$ cat src/rtl/pe_stream_feeder.sv
// Double-buffered frame feeder: upstream fills one bank while the other bank
// is streamed word-per-cycle into the PE array, framed by arr_rst_out.
module pe_stream_feeder #(
  parameter int ROW_LENGTH = 11,
  parameter int O_CH       = 6,
  parameter int FRAME_LEN  = O_CH * ROW_LENGTH + ROW_LENGTH
) (
  input  logic        clk_in,
  input  logic        rst_in,
  input  logic        wr_valid,
  input  logic [26:0] wr_data,
  output logic        wr_ready,
  output logic        arr_rst_out,
  output logic [26:0] arr_data_out,
  output logic        frame_done,
  output logic [7:0]  frame_cnt,
  output logic        dbg_state_out
);

  localparam int IW = (FRAME_LEN > 1) ? $clog2(FRAME_LEN) : 1;
  localparam logic [IW-1:0] LAST = IW'(FRAME_LEN - 1);

  typedef enum logic {S_IDLE = 1'b0, S_STREAM = 1'b1} state_t;

  // Handshake: a word transfers on a rising edge where wr_valid and wr_ready
  // are both 1; wr_ready depends only on registered state, never on wr_valid.

  logic [26:0]   r_mem [0:1][0:FRAME_LEN-1];
  logic [1:0]    r_full;
  logic          r_wr_bank;
  logic [IW-1:0] r_wr_idx;
  state_t        r_state;
  logic          r_rd_bank;
  logic [IW-1:0] r_rd_idx;
  logic          r_arr_rst;
  logic [26:0]   r_arr_data;
  logic          r_frame_done;
  logic [7:0]    r_frame_cnt;

  logic          w_wr_fire;
  logic          w_frame_end;
  logic [1:0]    w_full_set;
  logic [1:0]    w_full_clr;
  state_t        w_next_state;
  logic          w_next_rd_bank;
  logic [IW-1:0] w_next_rd_idx;
  logic          w_next_arr_rst;
  logic          w_next_done;
  logic          w_sel_bank;
  logic [IW-1:0] w_sel_idx;
  logic [26:0]   w_next_data;

  assign wr_ready      = ~r_full[r_wr_bank];
  assign w_wr_fire     = wr_valid & wr_ready;
  assign w_frame_end   = (r_state == S_STREAM) && (r_rd_idx == LAST);
  assign w_full_set    = (w_wr_fire && (r_wr_idx == LAST)) ? (2'b01 << r_wr_bank) : 2'b00;
  assign w_full_clr    = w_frame_end ? (2'b01 << r_rd_bank) : 2'b00;

  always_ff @(posedge clk_in) begin
    if (w_wr_fire) r_mem[r_wr_bank][r_wr_idx] <= wr_data;
  end

  always_ff @(posedge clk_in or negedge rst_in) begin
    if (!rst_in) begin
      r_wr_bank <= 1'b0;
      r_wr_idx  <= '0;
      r_full    <= 2'b00;
    end else begin
      r_full <= (r_full & ~w_full_clr) | w_full_set;
      if (w_wr_fire) begin
        if (r_wr_idx == LAST) begin
          r_wr_idx  <= '0;
          r_wr_bank <= ~r_wr_bank;
        end else begin
          r_wr_idx <= r_wr_idx + IW'(1);
        end
      end
    end
  end

  // Back-to-back decision uses the registered full flag of the other bank,
  // so a bank completing on the frame-end edge costs one idle cycle.
  always_comb begin
    w_next_state   = r_state;
    w_next_rd_bank = r_rd_bank;
    w_next_rd_idx  = r_rd_idx;
    w_next_arr_rst = 1'b0;
    w_next_done    = 1'b0;
    w_sel_bank     = r_rd_bank;
    w_sel_idx      = '0;
    case (r_state)
      S_IDLE: begin
        w_next_rd_idx = '0;
        if (r_full[r_rd_bank]) begin
          w_next_state   = S_STREAM;
          w_next_arr_rst = 1'b1;
          w_next_done    = (LAST == '0);
        end
      end
      S_STREAM: begin
        if (w_frame_end) begin
          w_next_rd_bank = ~r_rd_bank;
          w_next_rd_idx  = '0;
          w_sel_bank     = ~r_rd_bank;
          if (r_full[~r_rd_bank]) begin
            w_next_arr_rst = 1'b1;
            w_next_done    = (LAST == '0);
          end else begin
            w_next_state = S_IDLE;
          end
        end else begin
          w_next_rd_idx  = r_rd_idx + IW'(1);
          w_sel_idx      = r_rd_idx + IW'(1);
          w_next_arr_rst = 1'b1;
          w_next_done    = ((r_rd_idx + IW'(1)) == LAST);
        end
      end
      default: w_next_state = S_IDLE;
    endcase
  end

  assign w_next_data = w_next_arr_rst ? r_mem[w_sel_bank][w_sel_idx] : 27'd0;

  always_ff @(posedge clk_in or negedge rst_in) begin
    if (!rst_in) begin
      r_state      <= S_IDLE;
      r_rd_bank    <= 1'b0;
      r_rd_idx     <= '0;
      r_arr_rst    <= 1'b0;
      r_arr_data   <= '0;
      r_frame_done <= 1'b0;
      r_frame_cnt  <= '0;
    end else begin
      r_state      <= w_next_state;
      r_rd_bank    <= w_next_rd_bank;
      r_rd_idx     <= w_next_rd_idx;
      r_arr_rst    <= w_next_arr_rst;
      r_arr_data   <= w_next_data;
      r_frame_done <= w_next_done;
      if (w_frame_end) r_frame_cnt <= r_frame_cnt + 8'd1;
    end
  end

  assign arr_rst_out   = r_arr_rst;
  assign arr_data_out  = r_arr_data;
  assign frame_done    = r_frame_done;
  assign frame_cnt     = r_frame_cnt;
  assign dbg_state_out = r_state;

endmodule

$ cat config.mk
export PLATFORM = sky130hd
export DESIGN_NAME = pe_stream_feeder
export DESIGN_NICKNAME = d
export VERILOG_FILES = /design/src/rtl/pe_stream_feeder.sv
export SDC_FILE = /design/constraint.sdc
export NUM_CORES = 2
export LEC_CHECK = 0
export CAP_MARGIN = 25
export CORE_MARGIN = 2
export CORE_UTILIZATION = 31
export DETAILED_ROUTE_END_ITERATION = 12
export SKIP_CTS_REPAIR_TIMING = 1
export SLEW_MARGIN = 20
export SYNTH_ARGS = -nofsm -noshare
export SYNTH_HDL_FRONTEND = slang
export SYNTH_MEMORY_MAX_BITS = 65536
export SYNTH_SLANG_ARGS = --single-unit
$ cat constraint.sdc
create_clock -name clk_in -period 12.8 [get_ports clk_in]
set_input_delay 1.92 -clock clk_in [delete_from_list [all_inputs] [get_ports clk_in]]
set_output_delay 1.92 -clock clk_in [all_outputs]
set_load 0.005 [all_outputs]
* Word level (Yosys, flattened, before mapping)
Memories as Yosys holds them, arrays and structs flattened.
Index checks and enable logic that the tools add are counted.
** Word-level totals
- Register bits :: 55
- RAM bits :: 4158
- Output and inout port bits :: 39
- Word-level logic and storage cells :: 66
- Memories kept :: 1
** Memory list
- r_mem :: words 2, bits a word 2079, read ports 1, clocked after memory_dff 0, wr ports 1, RTL line 28 : logic [26:0] r_mem [0:1][0:FRAME_LEN-1];
** Operators by class
- Add/subtract/negate cells :: 3
- Order comparisons :: 6
- Equal/unequal tests :: 3
- Shift-type cells :: 2
- Mux-type cells :: 28
- Bitwise gates (word level) :: 10
- Reduce and logical (&&, ||, !) cells :: 4
** Operator list (number)
- 2079-bit 2-to-1 mux :: 1
- 27-bit binary-select mux with 7-bit select :: 1
- 27-bit demux with 7-bit select :: 1
- 27-bit 2-to-1 mux :: 4
- 7-bit == test, second input constant :: 3
- 7-bit 2-to-1 mux :: 3
- 8-bit >= comparator, second input constant :: 2
- 7-bit NOT with 8-bit output :: 2
- 7-bit by 1-bit adder with 7-bit output, second input constant :: 2
- 7-bit one-hot mux with 2 select lines :: 1
- 1-bit 2-to-1 mux :: 13
- 8-bit by 1-bit adder with 8-bit output, second input constant :: 1
- 8-bit by 1-bit less-than comparator with 1-bit output, second input constant :: 1
- 1-bit by 2-bit less-than comparator with 1-bit output, second input constant :: 3
- 2-bit 2-to-1 mux :: 2
- 1-bit NOT :: 4
- 1-bit one-hot mux with 2 select lines :: 2
- 1-bit by 1-bit left shift with 2-bit output, first input constant :: 2
- 1-bit logical AND :: 3
- 2-bit AND :: 1
- 2-bit NOT :: 1
- 2-bit OR :: 1
- 2-bit AND reduction :: 1
- 1-bit AND :: 1

* Logic depth before layout (Yosys ltp)
- Word-level depth :: 9
- Depth in mapped cells :: 21
- Mapped depth without buffers :: 14

* Least setup slack after synthesis
OpenSTA, ideal clock, no wires.
- Path type :: input-to-reg
- From :: in wr_valid
- To :: mem r_mem[0][1107] in the netlist's numbering (enable)
- Setup time :: 411 ps
- Arrival time :: 4167 ps
- Data required time :: 12389 ps
- Setup slack :: 8222 ps
- Stages on the path :: 6
- Path buffers :: 2
- Cell sequence :: and2_1 -> clkbuf_1 -> nand2_1 -> or4_1 -> clkbuf_1 -> nor2_1
** On the way
- Word-level cells in the longest chain between the ends :: 3
** Ends and longest elaborated chain
- start, declared :: RTL line 10 : input logic wr_valid,
- 1-bit AND :: RTL line 54 : assign w_wr_fire = wr_valid & wr_ready;
- 1-bit 2-to-1 mux :: RTL line 60 : if (w_wr_fire) r_mem[r_wr_bank][r_wr_idx] <= wr_data;
- 2079-bit 2-to-1 mux (not written as such) :: RTL line 60
- end, declared :: RTL line 28
No other way between the ends.

* Final worst setup path
- From :: reg r_rd_idx[0]
- To :: reg r_arr_data[18] (netlist: arr_data_out[18])
** On the way
- Word-level cells in the longest chain between the ends :: 9
** Ends and longest elaborated chain
- start, declared :: RTL line 34 : logic [IW-1:0] r_rd_idx;
- start signal, assigned :: RTL line 136 : r_rd_idx <= w_next_rd_idx;
- 7-bit == test (*) :: RTL line 55 : assign w_frame_end = (r_state == S_STREAM) && (r_rd_idx == LAST);
- 1-bit logical AND (*) :: RTL line 55
- named net w_frame_end :: RTL line 41 : logic w_frame_end;
- 1-bit 2-to-1 mux / 7-bit 2-to-1 mux (equally long branches)
- 1-bit 2-to-1 mux / 7-bit 2-to-1 mux (equally long branches) :: RTL line 91 : case (r_state)
- memory 2 x 2079 bit / 7-bit NOT with 8-bit output (equally long branches)
- 27-bit binary-select mux with 7-bit select :: RTL line 122 : assign w_next_data = w_next_arr_rst ? r_mem[w_sel_bank][w_sel_idx] : 27'd0;
- 27-bit 2-to-1 mux (not written as such) (2 in a row) :: RTL line 122
- 27-bit 2-to-1 mux (*) :: RTL line 122
- named net w_next_data[18] :: RTL line 51 : logic [26:0] w_next_data;
- end signal, assigned :: RTL line 138 : r_arr_data <= w_next_data;
- end, declared :: RTL line 36 : logic [26:0] r_arr_data;
The timed path passes the listed nets; every way through them passes the cells marked *. The select of a mux whose other input is x is not followed.
A chain may end at the register's enable or synchronous reset.

==> results.md <==
- Core Box Area: approximately 0.54 sq mm
- Port-buffer cells: 68
- Max Cap Violations: 0
- Vias in the first global route: 97500
- Status: completed
- Htree depth: 5
- Die H: approximately 740 microns
- Net Count, Synth: about 11000
- Main flop type after synthesis: edfxtp_1
- Total CTS buffers: roughly 420
- Distinct cells, synth: 70
- VDD IR max: 0.135 mV
- Crit Path Max Fanout: roughly 140
- Clock root cell: clkbuf_16
- Routability cong.: 0.843
- CP startpoint kind: flip-flop
- Number of synthesized flops with an enable pin: 4158
- CTS clk-pin slew, worst paths: roughly 0.06 ns
- DRT Wirelength: roughly 540000 microns
- Final TNS setup: 0 ns
- Largest net degree at the start of global routing: between 100 and 150
- FFs w/ async S/R, synth: under 10%
- Leak: roughly 0.060 uW
- Crit path time final: 7.83 ns
- Slew Limit Fails: 0
- Syn Area/Cell: ~15 sq um
- Share of layout cells above drive strength 1: between 10% and 20%
- Vias: roughly 110k
- Worst EP required: about 14 ns
- Finished Core Util: a little over a third
- PD cells: roughly 140 mW/mm^2
- Max transition margin: between 10% and 20%
- Die area: roughly 0.54 sq mm
- Share of Yosys cell area claimed by the top area cell type: 74.9%
- Starting Density: 31.1%
- Post-DRT Antenna Nets: 0
- Total GRT Usage: about a fifth
- #FFs+latches synth: 4213
- Layout Nets: 11400
- Final Hold Vio Count: 0
- Synthesized netlist cell count: 11400
- Average wire per standard cell: approximately 29 microns
- DR pass1 iterations: 5
- Kind of critical path: reg -> reg
- Post-DP HPWL: approximately 300000 microns
- I/O Pins: approximately 70
- RSZ-0062 raised after global routing: false
- Critical Path AT: roughly 8.6 ns
- Area contributors post-synth: edfxtp_1 75%, nand2_1 5.1%, a211oi_1 3.7%, a311oi_1 2.7%, and3_1 2.5%
- Fill cell count: a little over 50000
- Area grow syn2layout: 14.9%
- CTS tree: done
- Yosys warnings: 0
- Grt ovf: 0
- Die X: 737 microns
- DRC viols: 0
- Initial antenna violation count: 48
- Mapped Area: roughly 0.17 sq mm
- Worst Skew: 0.0820 ns
- Rows: 269
- Most frequent cells in the layout: 4158 x edfxtp_1, 2263 x nand2_1, 807 x a211oi_1, 664 x and3_1, 525 x nand3_1
- FMAX: about 130 MHz
- Yosys top cell by area: edfxtp_1
- Register area share after synthesis: between 70% and 80%
- Global-route wire length before repair: ~760000 microns
- DR vias/cell: around 5.6
- Clock Latency Late Sink: about 1.0 ns
- Hold crit path type: reg -> reg
- Tcrit/Tclk final: between 60 and 70%
- DR iter-0 viols: ~16000
- Least-Margin Pin Slew: around 1.3 ns
- CTS Sinks: 4213
- Most common cell after layout, fill and taps aside: edfxtp_1
- Clk buf depth: 4
- Final setup violation count: 0
- Setup crit end kind: flip-flop
==> cells by family (layout without fill, tap and decap cells) <==
family	after synthesis	count (layout)	share of synthesized area, %
xor gates and xnor gates	18	18	0.0945
buffers and inverters	928	1273	2.37
adders and majority gates	8	8	0.0600
muxes	257	257	2.14
and+or+nand+nor	3809	3809	10.1
DFF	4213	4213	75.7
AOI/OAI and AO/OA	2141	2141	9.47
other	0	17	0
==> registers in the layout, summed over array words and instances (netlist names) <==
name,cells
r_wr_bank,1
r_wr_idx,7
r_full,2
r_rd_idx,7
r_mem,4158
frame_done,1
frame_cnt,8
r_rd_bank,1
arr_data_out,27
arr_rst_out,1
==> where the power goes <==
part / internal [uW] / switching, uW
Combinational: 16.0 / 272
Clock: 6720 / 5320
Sequential: 15200 / 0
==> critical path, cell delays in order, from the launching register on <==
cell and delay, ns:
dfrtp_1 0.53, inv_1 0.29, ha_4 0.17, or3b_1 0.51, nor3_2 0.21, buf_4 0.29, ha_1 0.30, nor2b_1 0.58
nor2_4 0.21, inv_16 0.51, buf_12 0.59, buf_4 0.57, mux2i_1 0.24, a211oi_1 0.09, o21ai_0 0.49, a41oi_1 0.61
a21oi_1 0.98, o22ai_1 0.15
==> through the flow <==
stage	hold slack, ns	instances	setup slack [ns]	total power (uW)	cell area [sq um]
floorplan	0.468	11400	8.22	15400	167000
global placement	0.464	18100	4.91	15700	177000
detailed placement	0.475	18100	5.30	15700	178000
CTS	0.483	18900	5.23	27600	191000
global route	0.502	18900	4.93	28100	192000
finish	0.478	18900	4.97	27500	192000
==> layer usage <==
| layer | vias up | share of wire, % | global-route usage [%] |
|---|---|---|---|
| li1 | 44500 | - | - |
| met1 | 54200 | 40 | 26.3 |
| met2 | 5918 | 45 | 29.7 |
| met3 | 854 | 11 | 3.92 |
| met4 | 20 | 4.4 | 7.66 |
| met5 | - | 0.024 | 0 |
==> path summary, 6_finish.rpt <==
path | slack (ns) | cells after the start | start | endpoint
worst max-delay path | 4.97 | 17 | r_rd_idx[0] | arr_data_out[18]
worst min-delay path | 0.48 | 1 | frame_cnt[7] | frame_cnt[7]
worst max register to register | 4.97 | 17 | r_rd_idx[0] | arr_data_out[18]
worst min register to register | 0.48 | 1 | frame_cnt[7] | frame_cnt[7]
max in group asynchronous | 10.90 | 3 | rst_in | arr_data_out[23]
min in group asynchronous | 0.74 | 1 | rst_in | frame_cnt[7]
==> cells in the mapped netlist, drive strengths merged (8+ instances only) <==
master  instances
a211oi        811
a21oi          76
a22oi          38
a311oi        508
a31oi         335
a32oi          16
and3          664
buf           431
clkbuf        476
dfrtp          55
edfxtp       4158
ha              8
inv            20
mux2i         176
mux4           80
nand2        2275
nand3         530
nand4          21
nor2          183
nor2b           8
nor3           95
o211ai         40
o21ai          99
o22ai         152
o32ai          11
xnor2          10
xor2            8
==> area by class of cell <==
| type | count | area [sq um] | share of cell area, % |
|---|---|---|---|
| Antenna cell | 17 | 42.5 | 0.0222 |
| Clock buffer | 567 | 11400 | 5.97 |
| Clock inverter | 208 | 1850 | 0.964 |
| Inverter | 21 | 120 | 0.0627 |
| Multi-Input combinational cell | 6233 | 37900 | 19.8 |
| Sequential cell | 4213 | 126000 | 65.9 |
| Tap cell | 7181 | 8980 | 4.69 |
| Timing Repair Buffer | 477 | 5050 | 2.63 |
Note: power is estimated with default switching activity, not from simulation.
